<file path="src/rtl/mem_check_sequencer.sv">
// mem_check_sequencer: on-chip debug-port checker for the CPU toplevel.
// Holds the DUT in reset, lets it run for a fixed window, issues the
// debug-entry command bytes, then walks an (address, expected value) table
// comparing each debug readback and accumulating pass/fail results.
module mem_check_sequencer #(
    parameter int ADDR_W     = 8,
    parameter int DATA_W     = 32,
    parameter int N_CHECKS   = 64,
    parameter int CNT_W      = $clog2(N_CHECKS + 1),
    parameter int RUN_CYCLES = 400,
    parameter int READ_LAT   = 1,
    parameter logic [ADDR_W-1:0] ARM0 = ADDR_W'(8'h14),
    parameter logic [ADDR_W-1:0] ARM1 = ADDR_W'(8'h01)
) (
    input  logic              clk,
    input  logic              rst,
    input  logic              start,
    input  logic              abort,
    input  logic              stop_on_fail,
    input  logic [CNT_W-1:0]  num_checks,
    output logic [CNT_W-1:0]  vec_idx,
    input  logic [ADDR_W-1:0] vec_addr,
    input  logic [DATA_W-1:0] vec_exp,
    output logic              dut_hold,
    output logic [ADDR_W-1:0] dbg_addr,
    input  logic [DATA_W-1:0] dbg_data,
    output logic              busy,
    output logic              done,
    output logic              pass,
    output logic [CNT_W-1:0]  pass_cnt,
    output logic [CNT_W-1:0]  fail_cnt,
    output logic [CNT_W-1:0]  first_fail_idx,
    output logic [DATA_W-1:0] first_fail_got
);

    localparam logic [2:0] S_IDLE  = 3'd0;
    localparam logic [2:0] S_RUN   = 3'd1;
    localparam logic [2:0] S_ARM0  = 3'd2;
    localparam logic [2:0] S_ARM1  = 3'd3;
    localparam logic [2:0] S_ISSUE = 3'd4;
    localparam logic [2:0] S_WAIT  = 3'd5;
    localparam logic [2:0] S_CMP   = 3'd6;
    localparam logic [2:0] S_DONE  = 3'd7;

    localparam int RUN_W  = (RUN_CYCLES > 1) ? $clog2(RUN_CYCLES) : 1;
    localparam int WAIT_W = (READ_LAT > 1) ? $clog2(READ_LAT) : 1;
    localparam logic [RUN_W-1:0]  RUN_LAST  = RUN_W'(RUN_CYCLES - 1);
    localparam logic [WAIT_W-1:0] WAIT_LAST = WAIT_W'((READ_LAT > 0) ? (READ_LAT - 1) : 0);
    localparam logic [CNT_W-1:0]  MAX_CNT   = CNT_W'(N_CHECKS);
    localparam logic [CNT_W-1:0]  CNT_ZERO  = CNT_W'(0);
    localparam logic [CNT_W-1:0]  CNT_ONE   = CNT_W'(1);

    // Requested vector counts above the table size run the whole table.
    function automatic logic [CNT_W-1:0] clamp_count(input logic [CNT_W-1:0] req);
        if (req > MAX_CNT) begin
            return MAX_CNT;
        end else begin
            return req;
        end
    endfunction

    logic [2:0]        state_r,    state_n;
    logic [RUN_W-1:0]  run_cnt_r,  run_cnt_n;
    logic [WAIT_W-1:0] wait_cnt_r, wait_cnt_n;
    logic [CNT_W-1:0]  num_r,      num_n;
    logic              stop_r,     stop_n;
    logic [CNT_W-1:0]  vec_idx_r,  vec_idx_n;
    logic [ADDR_W-1:0] dbg_addr_r, dbg_addr_n;
    logic              dut_hold_r, dut_hold_n;
    logic              busy_r,     busy_n;
    logic              done_r,     done_n;
    logic              pass_r,     pass_n;
    logic [CNT_W-1:0]  pass_cnt_r, pass_cnt_n;
    logic [CNT_W-1:0]  fail_cnt_r, fail_cnt_n;
    logic [CNT_W-1:0]  ff_idx_r,   ff_idx_n;
    logic [DATA_W-1:0] ff_got_r,   ff_got_n;

    logic match_s;
    logic last_s;
    logic active_s;
    logic launch_s;

    assign match_s  = (dbg_data == vec_exp);
    assign last_s   = (vec_idx_r == (num_r - CNT_ONE));
    assign active_s = (state_r != S_IDLE) && (state_r != S_DONE);
    assign launch_s = start && !active_s;

    // Next-state and next-output computation for the whole sequencer.
    always_comb begin
        state_n    = state_r;
        run_cnt_n  = run_cnt_r;
        wait_cnt_n = wait_cnt_r;
        num_n      = num_r;
        stop_n     = stop_r;
        vec_idx_n  = vec_idx_r;
        dbg_addr_n = dbg_addr_r;
        dut_hold_n = dut_hold_r;
        busy_n     = busy_r;
        done_n     = done_r;
        pass_n     = pass_r;
        pass_cnt_n = pass_cnt_r;
        fail_cnt_n = fail_cnt_r;
        ff_idx_n   = ff_idx_r;
        ff_got_n   = ff_got_r;

        if (abort && active_s) begin
            // Cancel wins over everything; results are left frozen for inspection.
            state_n    = S_IDLE;
            dut_hold_n = 1'b1;
            busy_n     = 1'b0;
            done_n     = 1'b0;
            pass_n     = 1'b0;
        end else if (launch_s) begin
            state_n    = S_RUN;
            stop_n     = stop_on_fail;
            num_n      = clamp_count(num_checks);
            run_cnt_n  = {RUN_W{1'b0}};
            vec_idx_n  = CNT_ZERO;
            pass_cnt_n = CNT_ZERO;
            fail_cnt_n = CNT_ZERO;
            ff_idx_n   = {CNT_W{1'b1}};
            ff_got_n   = {DATA_W{1'b0}};
            dut_hold_n = 1'b0;
            busy_n     = 1'b1;
            done_n     = 1'b0;
            pass_n     = 1'b0;
        end else begin
            case (state_r)
                S_IDLE: begin
                    dut_hold_n = 1'b1;
                    busy_n     = 1'b0;
                end
                S_RUN: begin
                    if (run_cnt_r == RUN_LAST) begin
                        state_n    = S_ARM0;
                        dbg_addr_n = ARM0;
                    end else begin
                        run_cnt_n = run_cnt_r + RUN_W'(1);
                    end
                end
                S_ARM0: begin
                    state_n    = S_ARM1;
                    dbg_addr_n = ARM1;
                end
                S_ARM1: begin
                    if (num_r == CNT_ZERO) begin
                        state_n = S_DONE;
                        busy_n  = 1'b0;
                        done_n  = 1'b1;
                        pass_n  = 1'b1;
                    end else begin
                        state_n = S_ISSUE;
                    end
                end
                S_ISSUE: begin
                    dbg_addr_n = vec_addr;
                    wait_cnt_n = {WAIT_W{1'b0}};
                    if (READ_LAT > 0) begin
                        state_n = S_WAIT;
                    end else begin
                        state_n = S_CMP;
                    end
                end
                S_WAIT: begin
                    if (wait_cnt_r == WAIT_LAST) begin
                        state_n = S_CMP;
                    end else begin
                        wait_cnt_n = wait_cnt_r + WAIT_W'(1);
                    end
                end
                S_CMP: begin
                    if (match_s) begin
                        pass_cnt_n = pass_cnt_r + CNT_ONE;
                    end else begin
                        fail_cnt_n = fail_cnt_r + CNT_ONE;
                        if (fail_cnt_r == CNT_ZERO) begin
                            ff_idx_n = vec_idx_r;
                            ff_got_n = dbg_data;
                        end else begin
                            ff_idx_n = ff_idx_r;
                        end
                    end
                    if (last_s || (!match_s && stop_r)) begin
                        state_n = S_DONE;
                        busy_n  = 1'b0;
                        done_n  = 1'b1;
                        pass_n  = (fail_cnt_n == CNT_ZERO);
                    end else begin
                        state_n   = S_ISSUE;
                        vec_idx_n = vec_idx_r + CNT_ONE;
                    end
                end
                S_DONE: begin
                    // DUT keeps running after the check so it can be observed.
                    dut_hold_n = 1'b0;
                    done_n     = 1'b1;
                end
                default: begin
                    state_n    = S_IDLE;
                    dut_hold_n = 1'b1;
                    busy_n     = 1'b0;
                    done_n     = 1'b0;
                    pass_n     = 1'b0;
                end
            endcase
        end
    end

    // State and output registers with asynchronous active-low reset.
    always_ff @(posedge clk or negedge rst) begin
        if (!rst) begin
            state_r    <= S_IDLE;
            run_cnt_r  <= {RUN_W{1'b0}};
            wait_cnt_r <= {WAIT_W{1'b0}};
            num_r      <= CNT_ZERO;
            stop_r     <= 1'b0;
            vec_idx_r  <= CNT_ZERO;
            dbg_addr_r <= {ADDR_W{1'b0}};
            dut_hold_r <= 1'b1;
            busy_r     <= 1'b0;
            done_r     <= 1'b0;
            pass_r     <= 1'b0;
            pass_cnt_r <= CNT_ZERO;
            fail_cnt_r <= CNT_ZERO;
            ff_idx_r   <= {CNT_W{1'b1}};
            ff_got_r   <= {DATA_W{1'b0}};
        end else begin
            state_r    <= state_n;
            run_cnt_r  <= run_cnt_n;
            wait_cnt_r <= wait_cnt_n;
            num_r      <= num_n;
            stop_r     <= stop_n;
            vec_idx_r  <= vec_idx_n;
            dbg_addr_r <= dbg_addr_n;
            dut_hold_r <= dut_hold_n;
            busy_r     <= busy_n;
            done_r     <= done_n;
            pass_r     <= pass_n;
            pass_cnt_r <= pass_cnt_n;
            fail_cnt_r <= fail_cnt_n;
            ff_idx_r   <= ff_idx_n;
            ff_got_r   <= ff_got_n;
        end
    end

    assign vec_idx        = vec_idx_r;
    assign dut_hold       = dut_hold_r;
    assign dbg_addr       = dbg_addr_r;
    assign busy           = busy_r;
    assign done           = done_r;
    assign pass           = pass_r;
    assign pass_cnt       = pass_cnt_r;
    assign fail_cnt       = fail_cnt_r;
    assign first_fail_idx = ff_idx_r;
    assign first_fail_got = ff_got_r;

endmodule

</file>
<file path="config.mk">
export PLATFORM = sky130hd
export DESIGN_NAME = mem_check_sequencer
export DESIGN_NICKNAME = d
export VERILOG_FILES = /design/src/rtl/mem_check_sequencer.sv
export SDC_FILE = /design/constraint.sdc
export NUM_CORES = 1
export LEC_CHECK = 0
export CORE_UTILIZATION = 39
export CTS_CLUSTER_SIZE = 12
export DETAILED_ROUTE_END_ITERATION = 10
export GPL_ROUTABILITY_DRIVEN = 0
export PLACE_DENSITY = 0.68
export SETUP_SLACK_MARGIN = 0.3
export SYNTH_ARGS = -nofsm -noshare
export SYNTH_HDL_FRONTEND = slang
export SYNTH_SLANG_ARGS = --single-unit
</file>
<file path="constraint.sdc">
create_clock -name clk -period 2.9 [get_ports clk]
set_input_delay 0.58 -clock clk [delete_from_list [all_inputs] [get_ports clk]]
set_output_delay 0.58 -clock clk [all_outputs]
set_load 0.01 [all_outputs]
</file>
== Word-level counts from Yosys, hierarchy flattened ==
Cells that the tools add are included.
Storage, ports and cells
  register bits: 93
  input bits: 84
  logic and storage cells: 130
Operators by class
  $add $sub $neg: 6
  $lt $le $gt $ge: 1
  eq/ne operators: 19
  muxes and demuxes: 52
  bitwise gates (word level): 2
  reduce and logical (&&, ||, !) cells: 35
Operators with widths (count)
  32-bit two-way mux: 4
  7-bit two-way mux: 17
  32-bit equality test: 1
  9-bit two-way mux: 3
  8-bit case mux with 3 select lines: 1
  3-bit AND reduction: 8
  7-bit by 1-bit adder with 7-bit output, second input constant: 3
  7-bit logical NOT: 3
  3-bit case mux with 6 select lines: 1
  4-bit inequality test, second input constant: 4
  1-bit two-way mux: 14
  3-bit equality test, second input constant: 4
  3-bit two-way mux: 4
  2-bit nonzero test: 5
  5-bit nonzero test: 2
  9-bit by 1-bit adder with 9-bit output, second input constant: 1
  9-bit equality test, second input constant: 1
  8-bit two-way mux: 1
  4-bit AND reduction: 2
  4-bit nonzero test: 2
  8-bit nonzero test: 1
  7-bit equality test: 1
  7-bit greater-than comparator, second input constant: 1
  7-bit by 1-bit subtractor with 7-bit output, second input constant: 1
  other kinds (16): 30

== Longest topological paths before layout ==
Gate-level depths: netlist of the first run.
  depth after elaboration: 11
  depth in mapped cells: 10
  depth with buffers taken out: 9

== Least setup slack after synthesis of the first run ==
Ideal clock, no wire load.
  path type: in2reg
  start: input port vec_exp[17]
  end: register pass_r (netlist: pass)
  data arrival time: 2.135 ns
  setup slack: 0.670 ns
  stages on the path: 8
  buffers on the path: 1
  cells stage by stage: xnor2_1 -> nand4_1 -> nor4_4 -> nand2_4 -> buf_6 -> nor4b_4 -> o221ai_2 -> a311oi_2
On the way
  cells in the longest elaborated chain, start to end: 10
  elaborated cells on any way between the ends: 15
Ends and longest elaborated chain
  from (decl): line 23  | input logic [DATA_W-1:0] vec_exp,
  32-bit equality test *: line 83  | assign match_s = (dbg_data == vec_exp);
  7-bit two-way mux: line 172  | if (match_s) begin
  7-bit two-way mux: line 128  | case (state_r)
  7-bit two-way mux: line 113  | end else if (launch_s) begin
  7-bit two-way mux: line 106  | if (abort && active_s) begin
  7-bit logical NOT: line 187  | pass_n = (fail_cnt_n == CNT_ZERO);
  1-bit two-way mux: line 183  | if (last_s || (!match_s && stop_r)) begin
  1-bit case mux with 2 select lines: line 128
  1-bit two-way mux: line 113
  1-bit two-way mux: line 106
  to (signal assigned): line 238  | pass_r <= pass_n;
  to (decl): line 72  | logic pass_r, pass_n;
Mark *: on every way between the ends. The rest lies on a longest branch, timed or not. The select of a mux whose other input is x is not followed.
A chain may end at the register's enable or synchronous reset.

== Worst setup path in the final report of the first run ==
  start: input port dbg_data[13]
  end: register pass_cnt_r[3] (netlist: pass_cnt[3])
On the way
  cells in the longest elaborated chain, start to end: 3
Ends and longest elaborated chain
  from (decl): line 26  | input logic [DATA_W-1:0] dbg_data,
  32-bit equality test: line 83
  2-bit nonzero test (no line)
  3-bit AND reduction (no line)
  to (signal assigned): line 239  | pass_cnt_r <= pass_cnt_n;
  to (decl): line 73  | logic [CNT_W-1:0] pass_cnt_r, pass_cnt_n;
No other way between the ends.

==> results of run 1 <==
-- logic make-up (layout without fill, tap and decap cells) --
logic type	after synthesis	in the layout	synth area share, %
muxes	2	2	0.413
and+or+nand+nor	229	230	22.2
DFF	92	92	44.9
xor gates and xnor gates	50	50	8.50
buffers and inverters	42	210	3.38
AOI/OAI and AO/OA	151	151	18.7
adders and majority gates	8	8	1.94
-- through the flow --
stage          worst slack (ps)  hold slack (ps)
2_1_floorplan               670              284
3_3_place_gp               -103              484
3_5_place_dp               -165              482
4_1_cts                     334              293
5_1_grt                     273              316
6_report                    339              259
-- critical path: stages --
cell	delay (ps)
clkdlybuf4s50_1	440
xnor2_1	240
nand4_1	180
nor4_4	290
buf_6	190
nand2_8	70
a2111oi_4	430
buf_4	190
xnor2_2	100
nor2_1	60
-- area by class of cell --
type                       count  share of cell area, %
multi-input combinational    441                   37.1
sequential                    92                   30.8
timing repair buffer         184                   24.9
clock buffer                  12                   3.15
tap                          172                   2.87
clock inverter                 4                  0.667
inverter                      10                  0.500
-- routing by layer --
| layer | part of all wire (%) | global-route usage [%] |
|---|---|---|
| met1 | 42 | 28.0 |
| met2 | 49 | 37.8 |
| met3 | 7.3 | 6.90 |
| met4 | 1.8 | 8.10 |
| met5 | 0 | 0 |
-- cell usage in the layout (no fill, tap or decap), types with 13 or more instances in the layout --
cell | synthesis | final
o21ai_0 | 27 | 27
nand2_1 | 111 | 111
nor2_1 | 39 | 38
dlymetal6s2s_1 | 0 | 18
xnor2_1 | 42 | 34
dfrtp_1 | 84 | 84
nand4_1 | 13 | 13
o21ai_1 | 43 | 42
clkdlybuf4s50_1 | 0 | 136
a21oi_1 | 24 | 23
buf_4 | 0 | 24
-- flip-flops by register name (all words and copies together) (netlist names) --
signal,count
first_fail_got,32
run_cnt_r,9
dbg_addr,8
fail_cnt,7
first_fail_idx,7
num_r,7
pass_cnt,7
vec_idx,7
state_r,3
busy,1
done,1
dut_hold,1
pass,1
stop_r,1
-- repair_timing --
action,4_1_cts,5_1_grt
cloned,0,1
pin swaps,1,20
buffers inserted,1,8
setup endpoints to repair,13,34
gates resized for setup,1,34
-- power by group through the flow --
stage / sequential [mW] / clock, mW / combinational (mW)
after floorplan: 1.56 / 0 / 0.878
after global placement: 1.59 / 0 / 1.35
after detailed placement: 1.60 / 0 / 1.38
after CTS: 1.58 / 1.18 / 1.40
after global routing: 1.61 / 1.22 / 1.57
final: 1.59 / 1.15 / 1.41
-- path summary, 6_finish.rpt --
| path | startpoint | to | slack (ps) | cells after the start |
|---|---|---|---|---|
| setup / recovery | dbg_data[13] | pass_cnt[3] | 340 | 10 |
| hold / removal | rst | dbg_addr[1] | 260 | 1 |
| setup reg to reg | state_r[2] | dbg_addr[1] | 460 | 7 |
| hold reg to reg | dbg_addr[5] | dbg_addr[5] | 500 | 1 |
| max in group asynchronous | rst | first_fail_idx[4] | 1920 | 2 |
| min in group clk | dbg_addr[5] | dbg_addr[5] | 500 | 1 |
==> flow_metrics.tcl, run 1 <==
set metrics [dict create \
    fillCellCount 1059 \
    avgSynthCellArea_sq_um 8.97 \
    die_area_sq_mm 0.0137 \
    synth_nets 666 \
    switching_share_pct 34.6 \
    min_path_type "input pin to async pin" \
    rsz0062_at_grt "true" \
    cts_root_buf "clkbuf_16" \
    synthDistinctLibCells 61 \
    synthTopCellsByArea "dfrtp_1, nand2_1, xnor2_1, o21ai_1, dfstp_2" \
    outcome "finished, final reports clean" \
    worst_pin_slew_ps 674 \
    multi_input_area_sq_mm 0.00279 \
    skew_ps 3.84 \
    leakage_nw 3.24 \
    hpwl_microns 11100 \
    cts_sinks 92 \
    worstSetupPathType "input pin to register" \
    relSlewSlack_pct 55.1 \
    end_kind "register" \
    cts_buffers 9 \
    synth_ff_type "dfrtp_1" \
    clk_pin_slew_ps 60 \
    h-tree-depth 3 \
    die_h_microns 117 \
    p_seq_share_pct 38.3 \
    worstPathMaxFanout 6 \
    fin_util_pct 58.8 \
    cts_buffer_depth 2 \
    power.internal_mw 2.71 \
    fin_crit_ps 2560 \
    nNetsFinal 830 \
    critPathLaunchType "input pin" \
    final_antenna_net_count 0 \
    finalPower_mw 4.14 \
    num_vias 4910 \
    top_level_ports 156 \
    powerDensity_mw_per_mm2 552 \
    required_ps 3130 \
    syn-cell-area_sq_mm 0.00515 \
    peakVddDrop_uv 345 \
    rows 41 \
    drive_above_1_share_pct 10.6 \
    ys_seq_elements 92 \
    final_area_sq_mm 0.00751 \
    setup_viol_count_final 0 \
    io_buffers 155 \
    cap_violations 0 \
    start_util_pct 40.3 \
    track_usage_pct 22.7 \
    tns_ps 0 \
    seq_area_sq_mm 0.00231 \
    grt_max_degree 52 \
    fmax_ghz 0.390 \
    ctsHoldBuffers 0 \
    cts_tree "yes" \
    hold_viol_final 0 \
    power_switching_mw 1.43 \
    grt_pass1_wl_microns 23800 \
    pwr-share-clk_pct 27.7 \
    synth_cells 574 \
    insertion_delay_ps 340 \
    first_iter_violations 249 \
    dp.cells 889 \
    diodes 0 \
    place_area_sq_mm 0.00699 \
    synthArstFlopShare_pct 100 \
    grt_overflow 0 \
    synth_top_area_share_pct 40.8 \
    routed_via_density 5.37 \
    report.final.slew_viol_count 0 \
    firstDrtPassIters 4 \
    synth_edf_count 0 \
    synthTopCellsByCount "nand2_1, dfrtp_1, o21ai_1" \
    routed_wl_microns 15200 \
    core_area_sq_mm 0.0128 \
    critPathArrivalTime_ps 2790 \
    fin_crit_sh_pct 88.3 \
    die_x_microns 117 \
    final_cells 915 \
    synth_area_leader_cell "dfrtp_1" \
    antenna_found_initial 0 \
    wl_per_cell_microns 16.6 \
    yosys_warnings 0 \
    area_growth_pct 45.7 \
    drc 0 \
    ys_seq_area_share_pct 44.9 \
    grt_pass1_vias 4820 \
    synth_most_common_cell "nand2_1" \
    p_comb_share_pct 34.0 \
]
Note: power is estimated with default switching activity, not from simulation.
==> run 2, diff against run 1 <==
- CTS_CLUSTER_SIZE: 12 -> 14
==> results of run 2 <==
No change in the layout: final DEF, timing and power equal those of run 1.
